[src/rtl/jtag_tap_ctrl.sv]
// IEEE 1149.1 TAP controller: 16-state FSM, IR, IDCODE/BYPASS DRs, AXI-debug select and TDO mux.
// Latency: FSM/IR/DR update on rising tck_i; td_o is registered half a cycle later, on falling tck_i.
// Backpressure: none; the serial protocol is paced entirely by tck_i/tms_i from the probe.
module jtag_tap_ctrl #(
  parameter int                  IR_WIDTH     = 4,
  parameter logic [31:0]         IDCODE_VALUE = 32'h149511C3,
  parameter logic [IR_WIDTH-1:0] IDCODE_INSTR = 4'b0010,
  parameter logic [IR_WIDTH-1:0] AXIREG_INSTR = 4'b0100,
  parameter logic [IR_WIDTH-1:0] BYPASS_INSTR = 4'b1111
) (
  input  logic tck_i,
  input  logic trst_i,
  input  logic tms_i,
  input  logic td_i,
  output logic td_o,
  input  logic axireg_td_i,
  output logic axireg_sel_o,
  output logic shift_dr_o,
  output logic update_dr_o,
  output logic capture_dr_o,
  output logic tap_reset_o
);

  // Encoding follows the customary 1149.1 state codes so scope traces read naturally.
  typedef enum logic [3:0] {
    TLR      = 4'hF,
    RTI      = 4'hC,
    SEL_DR   = 4'h7,
    CAP_DR   = 4'h6,
    SHIFT_DR = 4'h2,
    EXIT1_DR = 4'h1,
    PAUSE_DR = 4'h3,
    EXIT2_DR = 4'h0,
    UPD_DR   = 4'h5,
    SEL_IR   = 4'h4,
    CAP_IR   = 4'hE,
    SHIFT_IR = 4'hA,
    EXIT1_IR = 4'h9,
    PAUSE_IR = 4'hB,
    EXIT2_IR = 4'h8,
    UPD_IR   = 4'hD
  } tap_state_e;

  // Fixed pattern captured into the IR shift register: ...01 in the two LSBs.
  localparam logic [IR_WIDTH-1:0] IR_CAPTURE = IR_WIDTH'(1);

  tap_state_e          state_q, state_d;
  logic [IR_WIDTH-1:0] ir_q;
  logic [IR_WIDTH-1:0] ir_shift_q;
  logic [31:0]         idcode_q;
  logic                bypass_q;
  logic                sel_idcode, sel_axireg, sel_bypass;

  // State register; trst_i wins over a coincident tck edge.
  always_ff @(posedge tck_i or posedge trst_i) begin
    if (trst_i) state_q <= TLR;
    else        state_q <= state_d;
  end

  // Next-state decode from TMS.
  always_comb begin
    state_d = state_q;
    case (state_q)
      TLR:      state_d = tms_i ? TLR      : RTI;
      RTI:      state_d = tms_i ? SEL_DR   : RTI;
      SEL_DR:   state_d = tms_i ? SEL_IR   : CAP_DR;
      CAP_DR:   state_d = tms_i ? EXIT1_DR : SHIFT_DR;
      SHIFT_DR: state_d = tms_i ? EXIT1_DR : SHIFT_DR;
      EXIT1_DR: state_d = tms_i ? UPD_DR   : PAUSE_DR;
      PAUSE_DR: state_d = tms_i ? EXIT2_DR : PAUSE_DR;
      EXIT2_DR: state_d = tms_i ? UPD_DR   : SHIFT_DR;
      UPD_DR:   state_d = tms_i ? SEL_DR   : RTI;
      SEL_IR:   state_d = tms_i ? TLR      : CAP_IR;
      CAP_IR:   state_d = tms_i ? EXIT1_IR : SHIFT_IR;
      SHIFT_IR: state_d = tms_i ? EXIT1_IR : SHIFT_IR;
      EXIT1_IR: state_d = tms_i ? UPD_IR   : PAUSE_IR;
      PAUSE_IR: state_d = tms_i ? EXIT2_IR : PAUSE_IR;
      EXIT2_IR: state_d = tms_i ? UPD_IR   : SHIFT_IR;
      UPD_IR:   state_d = tms_i ? SEL_DR   : RTI;
      default:  state_d = TLR;
    endcase
  end

  // Active IR: forced to IDCODE on every edge that lands in TLR, so the select drops together with entry to TLR.
  always_ff @(posedge tck_i or posedge trst_i) begin
    if (trst_i)                 ir_q <= IDCODE_INSTR;
    else if (state_d == TLR)    ir_q <= IDCODE_INSTR;
    else if (state_q == UPD_IR) ir_q <= ir_shift_q;
  end

  // IR shift register: capture fixed pattern, shift LSB-out with td_i entering at the MSB, hold elsewhere.
  always_ff @(posedge tck_i or posedge trst_i) begin
    if (trst_i)                   ir_shift_q <= '0;
    else if (state_q == CAP_IR)   ir_shift_q <= IR_CAPTURE;
    else if (state_q == SHIFT_IR) ir_shift_q <= {td_i, ir_shift_q[IR_WIDTH-1:1]};
  end

  assign sel_idcode = (ir_q == IDCODE_INSTR);
  assign sel_axireg = (ir_q == AXIREG_INSTR);
  assign sel_bypass = (ir_q == BYPASS_INSTR) || !(sel_idcode || sel_axireg);

  // IDCODE data register, only touched while IDCODE is the selected instruction.
  always_ff @(posedge tck_i or posedge trst_i) begin
    if (trst_i)                                idcode_q <= '0;
    else if (sel_idcode && state_q == CAP_DR)   idcode_q <= IDCODE_VALUE;
    else if (sel_idcode && state_q == SHIFT_DR) idcode_q <= {td_i, idcode_q[31:1]};
  end

  // Single-bit bypass register for BYPASS and every undefined opcode.
  always_ff @(posedge tck_i or posedge trst_i) begin
    if (trst_i)                                bypass_q <= 1'b0;
    else if (sel_bypass && state_q == CAP_DR)   bypass_q <= 1'b0;
    else if (sel_bypass && state_q == SHIFT_DR) bypass_q <= td_i;
  end

  // TDO launched on the falling edge from the register feeding the current shift; holds outside shift states.
  always_ff @(negedge tck_i or posedge trst_i) begin
    if (trst_i)                   td_o <= 1'b0;
    else if (state_q == SHIFT_IR) td_o <= ir_shift_q[0];
    else if (state_q == SHIFT_DR) td_o <= sel_axireg ? axireg_td_i :
                                          sel_idcode ? idcode_q[0] : bypass_q;
  end

  assign axireg_sel_o = sel_axireg;
  assign shift_dr_o   = (state_q == SHIFT_DR);
  assign update_dr_o  = (state_q == UPD_DR);
  assign capture_dr_o = (state_q == CAP_DR);
  assign tap_reset_o  = (state_q == TLR);

endmodule

[config.mk]
export PLATFORM = sky130hd
export DESIGN_NAME = jtag_tap_ctrl
export DESIGN_NICKNAME = d
export VERILOG_FILES = /design/src/rtl/jtag_tap_ctrl.sv
export SDC_FILE = /design/constraint.sdc
export NUM_CORES = 1
export LEC_CHECK = 0
export ABC_AREA = 1
export BUFFER_PORTS_ARGS = -buffer_cell sky130_fd_sc_hd__buf_4
export CORE_ASPECT_RATIO = 1.25
export CORE_MARGIN = 4
export CORE_UTILIZATION = 45
export DETAILED_ROUTE_END_ITERATION = 10
export GPL_ROUTABILITY_DRIVEN = 0
export GPL_TIMING_DRIVEN = 0
export PLACE_DENSITY = 0.63
export SETUP_SLACK_MARGIN = 0.2
export SYNTH_ARGS = -nofsm -noshare
export SYNTH_HDL_FRONTEND = slang
export SYNTH_SLANG_ARGS = --single-unit
[constraint.sdc]
create_clock -name tck_i -period 3.2 [get_ports tck_i]
set_clock_uncertainty 0.05 [all_clocks]
set_input_delay 0 -clock tck_i [delete_from_list [all_inputs] [get_ports tck_i]]
set_output_delay 0 -clock tck_i [all_outputs]
set_load 0.05 [all_outputs]
==> results.rst, run 1 <==
.. list-table::
   :header-rows: 1

   * - Metric
     - Value
   * - Outcome
     - completed
   * - Remaining max-slew budget at the tightest pin
     - 69.0%
   * - Endpoint of the worst register-to-register path
     - td_o
   * - Unique cell type count in the Yosys netlist
     - 23
   * - Number of iterations in the first detailed-routing pass
     - 4
   * - Die Ht
     - 84.1 um
   * - Antenna Cells
     - 0
   * - Placed Cells
     - 327
   * - CTS clk-pin slew, worst paths
     - 80 ps
   * - Kind of critical path
     - reg2reg
   * - Average footprint of a synthesized cell
     - 8.09 um^2
   * - Number of nets in the finished design
     - 288
   * - Seq/Total Area, Yosys
     - 55.5%
   * - Buffer levels on the longest clock path
     - 2
   * - Total power divided by cell area
     - 999 nW/um^2
   * - MaxCap Viol Count
     - 0
   * - Clk_lat worst skew
     - 300 ps
   * - Total count of max-transition violations in the final report
     - 0
   * - Fin cells
     - 342
   * - Post-DR wirelength/cell
     - 11.7 um
   * - Synthesized instance count
     - 258
   * - Gr usage total
     - 15.6%
   * - Detailed-placement wirelength estimate
     - 2800 um
   * - Detail-routed via count per cell
     - 4.83
   * - Number of antenna violations at the first check in global routing
     - 0
   * - Type of element launching the critical path
     - flip-flop
   * - Number of cell instances on the worst register-to-register path
     - 6
   * - Die extent in x
     - 68.9 um
   * - Async set-or-reset flop fraction in the synthesized netlist
     - 100%
   * - Slack of the worst reg-to-reg path
     - 260 ps
   * - Violation count after the first detailed-routing iteration
     - 46
   * - Nets in the synthesized netlist
     - 263
   * - Largest net degree at the start of global routing
     - 31
   * - Path type of the worst min-delay path
     - in2async
   * - Static leakage
     - 0.00119 uW
   * - Critical path launch point
     - state_q[1]
   * - Row count
     - 27
   * - Master cell of the clock root buffer
     - clkbuf_8
   * - Endpoints failing hold
     - 0
   * - Clock sinks
     - 46
   * - CTS tree
     - built
   * - Top area cells in the synthesized netlist
     - dfrtp_1 (48%), nand2_1 (11%), inv_1 (7.0%), nor2_1 (6.8%), dfstp_2 (6.3%)
   * - Detailed-routed wire length on met3
     - 150 um
   * - Total power draw
     - 2430 uW
   * - Share of Yosys cell area claimed by the top area cell type
     - 48.0%
   * - Residual DRC
     - 0
   * - Initial Utilization
     - 46.8%
   * - Most common flop cell mapped by yosys
     - dfrtp_1
   * - Final setup violation count
     - 0
   * - Vias in the first global route
     - 1597
   * - Reg-to-reg critical path startpoint
     - state_q[1]
   * - Critical Path End
     - td_o
   * - M1 wire length
     - 1750 um
   * - H-tree Lvls
     - 2
   * - Yosys warning total
     - 0
   * - Cell type contributing the most total cell area after synthesis
     - dfrtp_1
   * - Cell area after synthesis
     - 2090 um^2
   * - First-pass GRT wire length
     - 6910 um
   * - Layout cell share with drive strength beyond 1
     - 17.3%
   * - Number of synthesized register bits
     - 46
   * - Worst path arrival time
     - 1440 ps
   * - Worst IR drop on VDD
     - 0.425 mV
   * - Core ar.
     - 4460 um^2
   * - Grt ovf
     - 0
   * - Commonest cells after routing, fill and taps aside
     - nand2_1 (59), dfrtp_1 (40), inv_1 (37), nor2_1 (32), o21ai_1 (23)
   * - Port-buffer cells
     - 10
   * - Uppermost layer routed
     - met4
   * - Actual slew at the worst max-slew pin
     - 464 ps
   * - Detailed route wirelength on metal2
     - 2030 um
   * - Number of enable flip-flop cells after synthesis
     - 0
   * - RSZ-0062 raised after global routing
     - false
   * - Most common cell after layout, fill and taps aside
     - nand2_1
   * - Floorplan die area
     - 5800 um^2
   * - Total via count in the routed design
     - 1652
   * - Boundary pin count
     - 11
   * - Crit path required time
     - 1700 ps
   * - CP Capture Type
     - flip-flop
   * - Final ANT Viol Nets
     - 0
   * - CTS Buf Count
     - 5
   * - Peak fanout along the critical path
     - 6
   * - Wire length reported by the detailed router
     - 3990 um
   * - Area growth from synthesis to layout
     - 16.7%
==> worst min-delay path by stage <==
stage           start       endpoint  slack, ps  depth (start not counted)
2_1_floorplan   tms_i     state_q[2]        110                          2
3_3_place_gp     td_i  ir_shift_q[3]        250                          3
3_5_place_dp   trst_i   idcode_q[14]        -40                          2
4_1_cts        trst_i   idcode_q[11]        200                          3
5_1_grt        trst_i   idcode_q[14]        240                          3
6_report       trst_i   idcode_q[11]        190                          3
==> stage by stage <==
stage / hold WS (ps) / instance area, um^2 / setup TNS, ps / worst slack [ps] / utilization [%]
2_1_floorplan: 107 / 2090 / 0 / 233 / -
3_3_place_gp: 248 / 2240 / -31.5 / -31.5 / 50.3
3_5_place_dp: -38.6 / 2260 / 0 / 3.67 / 50.7
4_1_cts: 197 / 2410 / 0 / 206 / 54.1
5_1_grt: 239 / 2440 / 0 / 201 / 54.6
6_report: 188 / 2440 / 0 / 258 / 54.6
==> per-layer routing <==
metal	global-route usage [%]	vias to the layer above
met5	0	-
met4	4.79	0
met3	4.02	6
met2	27.6	31
met1	17.9	762
li1	-	853
==> critical path, cell delays in order (launching register included) <==
cell and delay, ps:
dfstp_2 540, buf_4 140, nand2_2 80, nor2_4 110, nand2_1 70, a21oi_1 130, a21oi_1 80
==> cell families after synthesis <==
logic type | after synthesis | synth area share [%]
and+or+nand+nor | 123 | 24.9
buffers and inverters | 52 | 10.3
DFF | 46 | 55.5
AOI/OAI and AO/OA | 37 | 9.29
==> synth_stat cells, types with 2 or more instances <==
cell      number
dfstp_2        5
inv_2          3
inv_1         39
o22ai_1        4
o21ai_1       23
nor2_1        38
buf_2          4
clkbuf_1       4
nand3_1        7
nor3_1        12
dfrtp_1       40
a21oi_1        4
nand2_1       60
o21ai_0        5
buf_6          2
==> power breakdown <==
| part | switching, uW | total [uW] | internal, uW |
|---|---|---|---|
| logic | 677 | 1060 | 380 |
| registers | 152 | 1020 | 870 |
| clock network | 181 | 355 | 174 |
==> sequential cells by signal, indices dropped and copies added, names as in the netlist <==
name / count
td_o: 1
ir_shift_q: 4
state_q: 4
ir_q: 4
bypass_q: 1
idcode_q: 32
==> layout make-up <==
| cell class | instances | area, um^2 |
|---|---|---|
| flip-flops and latches | 46 | 1160 |
| clock inverters | 1 | 5.00 |
| well taps | 58 | 72.6 |
| clock buffers | 7 | 86.3 |
| fillers | 435 | 2020 |
| multi-input cells | 160 | 742 |
| plain buffers | 10 | 60.1 |
| repair buffers | 18 | 155 |
| inverters | 42 | 158 |
==> timing repair <==
item / in CTS / in global routing
hold buffers: 3 / 0
resized for setup: 2 / 7
pin swaps: 2 / 2
setup endpoints to repair: 1 / 1
gates cloned: 0 / 0
hold endpoints to repair: 44 / 0
setup buffers: 3 / 1
Note: power is estimated with default switching activity, not from simulation.
==> run 2: changes to the inputs <==
--- a/config.mk
+++ b/config.mk
@@ -13,7 +13,7 @@
 export DETAILED_ROUTE_END_ITERATION = 10
 export GPL_ROUTABILITY_DRIVEN = 0
 export GPL_TIMING_DRIVEN = 0
-export PLACE_DENSITY = 0.63
+export PLACE_DENSITY = 0.65
 export SETUP_SLACK_MARGIN = 0.2
 export SYNTH_ARGS = -nofsm -noshare
 export SYNTH_HDL_FRONTEND = slang
==> constraint.sdc (replaced) <==
create_clock -name tck_i -period 2.4 [get_ports tck_i]
set_clock_uncertainty 0.05 [all_clocks]
set_input_delay 0 -clock tck_i [delete_from_list [all_inputs] [get_ports tck_i]]
set_output_delay 0 -clock tck_i [all_outputs]
set_load 0.05 [all_outputs]
==> run 2 against run 1 <==
Net effect: the run now ends with setup timing left; final cell count up 0.88%; global-route usage about the same; via count down 0.36%; die area unchanged; routed wire length down 1.2%; hold slack better by 160 ps; critical path type unchanged; highest routed layer unchanged.
==> results.rst, run 2 (synthesis results as in run 1) <==
.. list-table::
   :header-rows: 1

   * - Metric
     - Value
   * - Outcome
     - complete, but fails checks (was completed)
   * - Violations in the final reports
     - setup timing
   * - Violation count after the first detailed-routing iteration
     - 67 (was 46)
   * - Core ar.
     - 4460 um^2 (unchanged)
   * - Master cell of the clock root buffer
     - clkbuf_8 (unchanged)
   * - Static leakage
     - 0.00120 uW (was 0.00119 uW)
   * - Number of antenna violations at the first check in global routing
     - 0 (unchanged)
   * - Gr usage total
     - 15.7% (was 15.6%)
   * - First-pass GRT wire length
     - 7020 um (was 6910 um)
   * - Number of nets in the finished design
     - 291 (was 288)
   * - Path type of the worst min-delay path
     - in2async (unchanged)
   * - Layout cell share with drive strength beyond 1
     - 18.8% (was 17.3%)
   * - Total via count in the routed design
     - 1646 (was 1652)
   * - Part of the power in combinational logic
     - 44.2% (was 43.4%)
   * - Crit path required time
     - 1290 ps (was 1700 ps)
   * - CTS Buf Count
     - 5 (unchanged)
   * - Initial Utilization
     - 46.8% (unchanged)
   * - Most common cell after layout, fill and taps aside
     - nand2_1 (unchanged)
   * - Detailed-placement wirelength estimate
     - 2690 um (was 2800 um)
   * - Final setup violation count
     - 1 (was 0)
   * - Peak fanout along the critical path
     - 3 (was 6)
   * - Number of flip-flops in the largest register
     - 32 (unchanged)
   * - Port-buffer cells
     - 10 (unchanged)
   * - Worst path arrival time
     - 1380 ps (was 1440 ps)
   * - Reg-to-reg critical path startpoint
     - state_q[1] (unchanged)
   * - Setup TNS after final layout
     - -87.3 ps (was 0 ps)
   * - Total power divided by cell area
     - 1330 nW/um^2 (was 999 nW/um^2)
   * - Final ANT Viol Nets
     - 0 (unchanged)
   * - Area growth from synthesis to layout
     - 18.9% (was 16.7%)
   * - Type of element launching the critical path
     - flip-flop (unchanged)
   * - Clk_lat worst skew
     - 290 ps (was 300 ps)
   * - Endpoint of the worst register-to-register path
     - td_o (unchanged)
   * - Clock sinks
     - 46 (unchanged)
   * - Kind of critical path
     - reg2reg (unchanged)
   * - Sequential share of power
     - 41.5% (was 42.0%)
   * - Antenna Cells
     - 0 (unchanged)
   * - Slack of the worst reg-to-reg path
     - -90 ps (was 260 ps)
   * - Worst Setup Slack post-DPL
     - -310 ps (was 3.67 ps)
   * - Detail-routed via count per cell
     - 4.77 (was 4.83)
   * - Cell-internal power
     - 1940 uW (was 1420 uW)
   * - Register ranked first by flip-flop count
     - idcode_q (unchanged)
   * - Floorplan die area
     - 5800 um^2 (unchanged)
   * - Endpoints failing hold
     - 0 (unchanged)
   * - Largest net degree at the start of global routing
     - 41 (was 31)
   * - Total count of max-transition violations in the final report
     - 0 (unchanged)
   * - Residual DRC
     - 0 (unchanged)
   * - Post-DR wirelength/cell
     - 11.4 um (was 11.7 um)
   * - Die Ht
     - 84.1 um (unchanged)
   * - Buffer levels on the longest clock path
     - 2 (unchanged)
   * - Commonest cells after routing, fill and taps aside
     - nand2_1 (58), dfrtp_1 (40), inv_1 (36), nor2_1 (32), o21ai_1 (23) (was nand2_1 (59), dfrtp_1 (40), inv_1 (37), nor2_1 (32), o21ai_1 (23))
   * - MaxCap Viol Count
     - 0 (unchanged)
   * - Number of iterations in the first detailed-routing pass
     - 4 (unchanged)
   * - Clock network fraction of total power
     - 14.2% (was 14.6%)
   * - Switching part of the total
     - 41.4% (was 41.5%)
   * - Actual slew at the worst max-slew pin
     - 468 ps (was 464 ps)
   * - Wire length reported by the detailed router
     - 3950 um (was 3990 um)
   * - RSZ-0062 raised after global routing
     - true (was false)
   * - CP Capture Type
     - flip-flop (unchanged)
   * - Row count
     - 27 (unchanged)
   * - Vias in the first global route
     - 1572 (was 1597)
   * - Grt ovf
     - 0 (unchanged)
   * - Boundary pin count
     - 11 (unchanged)
   * - Number of cell instances on the worst register-to-register path
     - 7 (was 6)
   * - Die extent in x
     - 68.9 um (unchanged)
   * - CTS clk-pin slew, worst paths
     - 80 ps (about the same)
   * - Remaining max-slew budget at the tightest pin
     - 68.8% (was 69.0%)
   * - Final worst setup slack
     - -87.3 ps (was 258 ps)
   * - Net switching component of the power
     - 1370 uW (was 1010 uW)
   * - H-tree Lvls
     - 2 (unchanged)
   * - Worst IR drop on VDD
     - 0.540 mV (was 0.425 mV)
   * - Final core occ
     - 55.6% (was 54.6%)
   * - CTS tree
     - built (unchanged)
[run 2: cell types whose count changed in the layout (fill, tap and decap cells not counted), sizes merged]
cell	before	now
inv	42	41
buf	20	24
clkinvlp	0	1
clkbuf	12	11
[run 2: worst max-delay path, stage by stage (launching register included)]
cell     delay, ps
dfstp_2        560
inv_2           50
nor2_4         110
nand2_2         80
nor2_4         110
inv_2           50
nor2_2          80
a21oi_1         40
[run 2: per-stage QoR]
| stage | cells | hold slack (ps) | area (um^2) | power [uW] |
|---|---|---|---|---|
| after floorplan | 258 | -34.9 | 2100 | 2410 |
| after global placement | 326 | 219 | 2250 | 2690 |
| after detailed placement | 326 | 220 | 2250 | 2720 |
| after CTS | 345 | 345 | 2480 | 3350 |
| after global routing | 345 | 364 | 2480 | 3630 |
| final | 345 | 347 | 2480 | 3300 |
[run 2: final cells by class]
cell class | count | area (um^2)
Tap cell | 58 | 72.6
Fill cell | 445 | 1980
Multi-Input combinational cell | 160 | 759
Inverter | 42 | 161
Buffer | 10 | 57.6
Clock buffer | 7 | 86.3
Clock inverter | 1 | 5.00
Sequential cell | 46 | 1160
Timing Repair Buffer | 21 | 181
[run 2: routing by layer]
layer	routed length, um	track usage [%]	vias up
met5	0	0	-
met4	38	3.19	0
met3	142	4.15	5
met2	1980	25.7	19
met1	1790	20.6	768
li1	-	-	854
[run 2: worst max-delay path by stage]
stage                     slack, ps        from    to
final                           -90  state_q[1]  td_o
after detailed placement       -310  state_q[1]  td_o
after CTS                       -90  state_q[1]  td_o
after global routing           -200  state_q[1]  td_o
after global placement         -300  state_q[1]  td_o
after floorplan                -130  state_q[1]  td_o
[run 2: what timing repair did]
item                       4_1_cts  5_1_grt
hold endpoints to repair        44        0
hold buffers                     4        0
gates resized for setup         10        0
setup endpoints to repair        1        1
setup buffers                    7        0
pin swaps                        5        0
[run 2: power groups by stage]
stage	Combinational, uW	Sequential, uW	Clock, uW
floorplan	1040	1370	0
global placement	1310	1380	0
detailed placement	1340	1380	0
CTS	1480	1370	496
global route	1670	1420	537
finish	1460	1370	470
==> run 3: changes to the inputs <==
--- a/config.mk
+++ b/config.mk
@@ -13,7 +13,7 @@
 export DETAILED_ROUTE_END_ITERATION = 10
 export GPL_ROUTABILITY_DRIVEN = 0
 export GPL_TIMING_DRIVEN = 0
-export PLACE_DENSITY = 0.65
+export PLACE_DENSITY_LB_ADDON = 0.12
 export SETUP_SLACK_MARGIN = 0.2
 export SYNTH_ARGS = -nofsm -noshare
 export SYNTH_HDL_FRONTEND = slang
==> constraint.sdc (replaced) <==
create_clock -name tck_i -period 2.75 [get_ports tck_i]
set_clock_uncertainty 0.05 [all_clocks]
set_input_delay 0 -clock tck_i [delete_from_list [all_inputs] [get_ports tck_i]]
set_output_delay 0 -clock tck_i [all_outputs]
set_load 0.05 [all_outputs]
==> run 3 against run 2 <==
Net effect: the flow now finishes without violations; final cell count increased by 1.2%; clock-buffer cell count unchanged; non-clock buffer count grew 4; global-route usage increased by 0.41 points; largest cell class unchanged.
==> results.rst, run 3 (synthesis results as in run 1) <==
.. list-table::
   :header-rows: 1

   * - Metric
     - Value
   * - Clock network fraction of total power
     - 16.1% (was 14.2%)
   * - Register ranked first by flip-flop count
     - idcode_q (unchanged)
   * - Port-buffer cells
     - 10 (unchanged)
   * - Type of element launching the critical path
     - flip-flop (unchanged)
   * - CTS clk-pin slew, worst paths
     - 80 ps (about the same)
   * - Outcome
     - completed (was complete, but fails checks)
   * - Met2 demand-to-capacity share in global routing
     - 27.2% (was 25.7%)
   * - Largest net degree at the start of global routing
     - 33 (was 41)
   * - Clk_lat worst skew
     - 290 ps (about the same)
   * - Number of iterations in the first detailed-routing pass
     - 4 (unchanged)
   * - Core ar.
     - 4460 um^2 (unchanged)
   * - Met1 track demand over resource
     - 20.3% (was 20.6%)
   * - Reg-to-reg critical path startpoint
     - state_q[1] (unchanged)
   * - Buffer levels on the longest clock path
     - 2 (unchanged)
   * - Final core occ
     - 56.6% (was 55.6%)
   * - Total via count in the routed design
     - 1665 (was 1646)
   * - Cell-internal power
     - 1790 uW (was 1940 uW)
   * - Floorplan die area
     - 5800 um^2 (unchanged)
   * - Placed Cells
     - 327 (was 326)
   * - Grt ovf
     - 0 (unchanged)
   * - Die extent in x
     - 68.9 um (unchanged)
   * - Most common cell after layout, fill and taps aside
     - nand2_1 (unchanged)
   * - Fillers
     - 425 (was 445)
   * - RSZ-0062 raised after global routing
     - true (unchanged)
   * - Net switching component of the power
     - 1210 uW (was 1370 uW)
   * - Clock sinks
     - 46 (unchanged)
   * - Gr usage total
     - 16.1% (was 15.7%)
   * - Remaining max-slew budget at the tightest pin
     - 68.1% (was 68.8%)
   * - CTS Buf Count
     - 5 (unchanged)
   * - Peak fanout along the critical path
     - 4 (was 3)
   * - Commonest cells after routing, fill and taps aside
     - nand2_1 (59), dfrtp_1 (40), inv_1 (36), nor2_1 (32), o21ai_1 (23) (was nand2_1 (58), dfrtp_1 (40), inv_1 (36), nor2_1 (32), o21ai_1 (23))
   * - Vias in the first global route
     - 1608 (was 1572)
   * - Number of antenna violations at the first check in global routing
     - 0 (unchanged)
   * - Actual slew at the worst max-slew pin
     - 479 ps (was 468 ps)
   * - Total power divided by cell area
     - 1190 nW/um^2 (was 1330 nW/um^2)
   * - Final ANT Viol Nets
     - 0 (unchanged)
   * - Combined area of the multi-input logic cells
     - 757 um^2 (was 759 um^2)
   * - CTS tree
     - built (unchanged)
   * - Switching part of the total
     - 40.3% (was 41.4%)
   * - Endpoints failing hold
     - 0 (unchanged)
   * - Part of the power in combinational logic
     - 43.9% (was 44.2%)
   * - CP Capture Type
     - flip-flop (unchanged)
   * - Worst IR drop on VDD
     - 0.460 mV (was 0.540 mV)
   * - Met3 track demand over resource in global routing
     - 3.61% (was 4.15%)
   * - Static leakage
     - 0.00123 uW (was 0.00120 uW)
   * - Crit path required time
     - 1470 ps (was 1290 ps)
   * - Detail-routed via count per cell
     - 4.77 (about the same)
   * - Path type of the worst min-delay path
     - in2async (unchanged)
   * - Number of nets in the finished design
     - 295 (was 291)
   * - H-tree Lvls
     - 2 (unchanged)
   * - First-pass GRT wire length
     - 7130 um (was 7020 um)
   * - Critical path launch point
     - state_q[1] (unchanged)
   * - Boundary pin count
     - 11 (unchanged)
   * - Busiest grt layer
     - met2 (unchanged)
   * - MaxCap Viol Count
     - 0 (unchanged)
   * - Number of flip-flops in the largest register
     - 32 (unchanged)
   * - Final setup violation count
     - 0 (was 1)
   * - Fin cells
     - 349 (was 345)
   * - Detailed-placement wirelength estimate
     - 2790 um (was 2690 um)
   * - Worst path arrival time
     - 1450 ps (was 1380 ps)
   * - Total count of max-transition violations in the final report
     - 0 (unchanged)
   * - Master cell of the clock root buffer
     - clkbuf_8 (unchanged)
   * - Sequential Area
     - 1160 um^2 (unchanged)
   * - Wire length reported by the detailed router
     - 4100 um (was 3950 um)
   * - Violation count after the first detailed-routing iteration
     - 54 (was 67)
   * - Residual DRC
     - 0 (unchanged)
   * - Initial Utilization
     - 46.8% (unchanged)
   * - Row count
     - 27 (unchanged)
   * - Sequential share of power
     - 39.9% (was 41.5%)
   * - Die Ht
     - 84.1 um (unchanged)
   * - Post-DR wirelength/cell
     - 11.7 um (was 11.4 um)
   * - Kind of critical path
     - reg2reg (unchanged)
   * - Antenna Cells
     - 0 (unchanged)
   * - Layout cell share with drive strength beyond 1
     - 19.2% (was 18.8%)
   * - Area growth from synthesis to layout
     - 20.9% (was 18.9%)
==> run 3: routing by layer <==
layer / vias up / wire length, um / part of all wire [%]
li1: 862 / - / -
met1: 779 / 1820 / 44
met2: 19 / 2120 / 52
met3: 5 / 109 / 2.7
met4: 0 / 50 / 1.2
met5: - / 0 / 0
==> run 3: worst max-delay path: stages, from the launching register on <==
cell and delay [ps]:
dfstp_2 590, inv_2 70, nor2_4 120, nand2_2 90, nor2_4 130, inv_2 50, nor2_2 80, a21oi_1 40
==> run 3: power groups by stage <==
stage / Clock (uW) / Sequential, uW / Combinational, uW
after detailed placement: 0 / 1210 / 1180
final: 483 / 1200 / 1320
after global routing: 535 / 1240 / 1500
after global placement: 0 / 1200 / 1150
after floorplan: 0 / 1190 / 907
after CTS: 500 / 1190 / 1290
==> run 3: final timing paths <==
check,cells after the start,slack [ps],end
setup / recovery,7,30,td_o
hold / removal,3,180,idcode_q[14]
setup reg to reg,7,30,td_o
hold reg to reg,2,440,idcode_q[10]
max in group asynchronous,4,710,td_o
min in group tck_i,2,440,idcode_q[10]
==> run 3: stage by stage <==
stage | hold WS, ps | instance area, um^2 | TNS [ps] | total power (uW) | setup WS [ps]
global route | 205 | 2520 | -36.9 | 3280 | -36.9
detailed placement | -51.3 | 2270 | -98.2 | 2380 | -98.2
CTS | 187 | 2480 | 0 | 2980 | 75.1
finish | 179 | 2520 | 0 | 3000 | 25.3
global placement | 247 | 2250 | -407 | 2350 | -307
floorplan | 107 | 2100 | 0 | 2100 | 43.0
==> run 3: area by class of cell <==
cell class	instances	share of cell area (%)
clock inverter	1	1.19
buffer	10	2.38
tap	58	2.88
timing repair buffer	25	8.38
sequential	46	45.9
clock buffer	7	3.03
multi-input combinational	160	30.0
inverter	42	6.25
==> run 3: timing repair <==
item | in CTS | in global routing
hold buffers | 3 | 0
pin swaps | 6 | 2
gates resized for setup | 8 | 2
setup endpoints to repair | 1 | 1
setup buffers | 7 | 4
endpoints found under the hold margin | 45 | 0
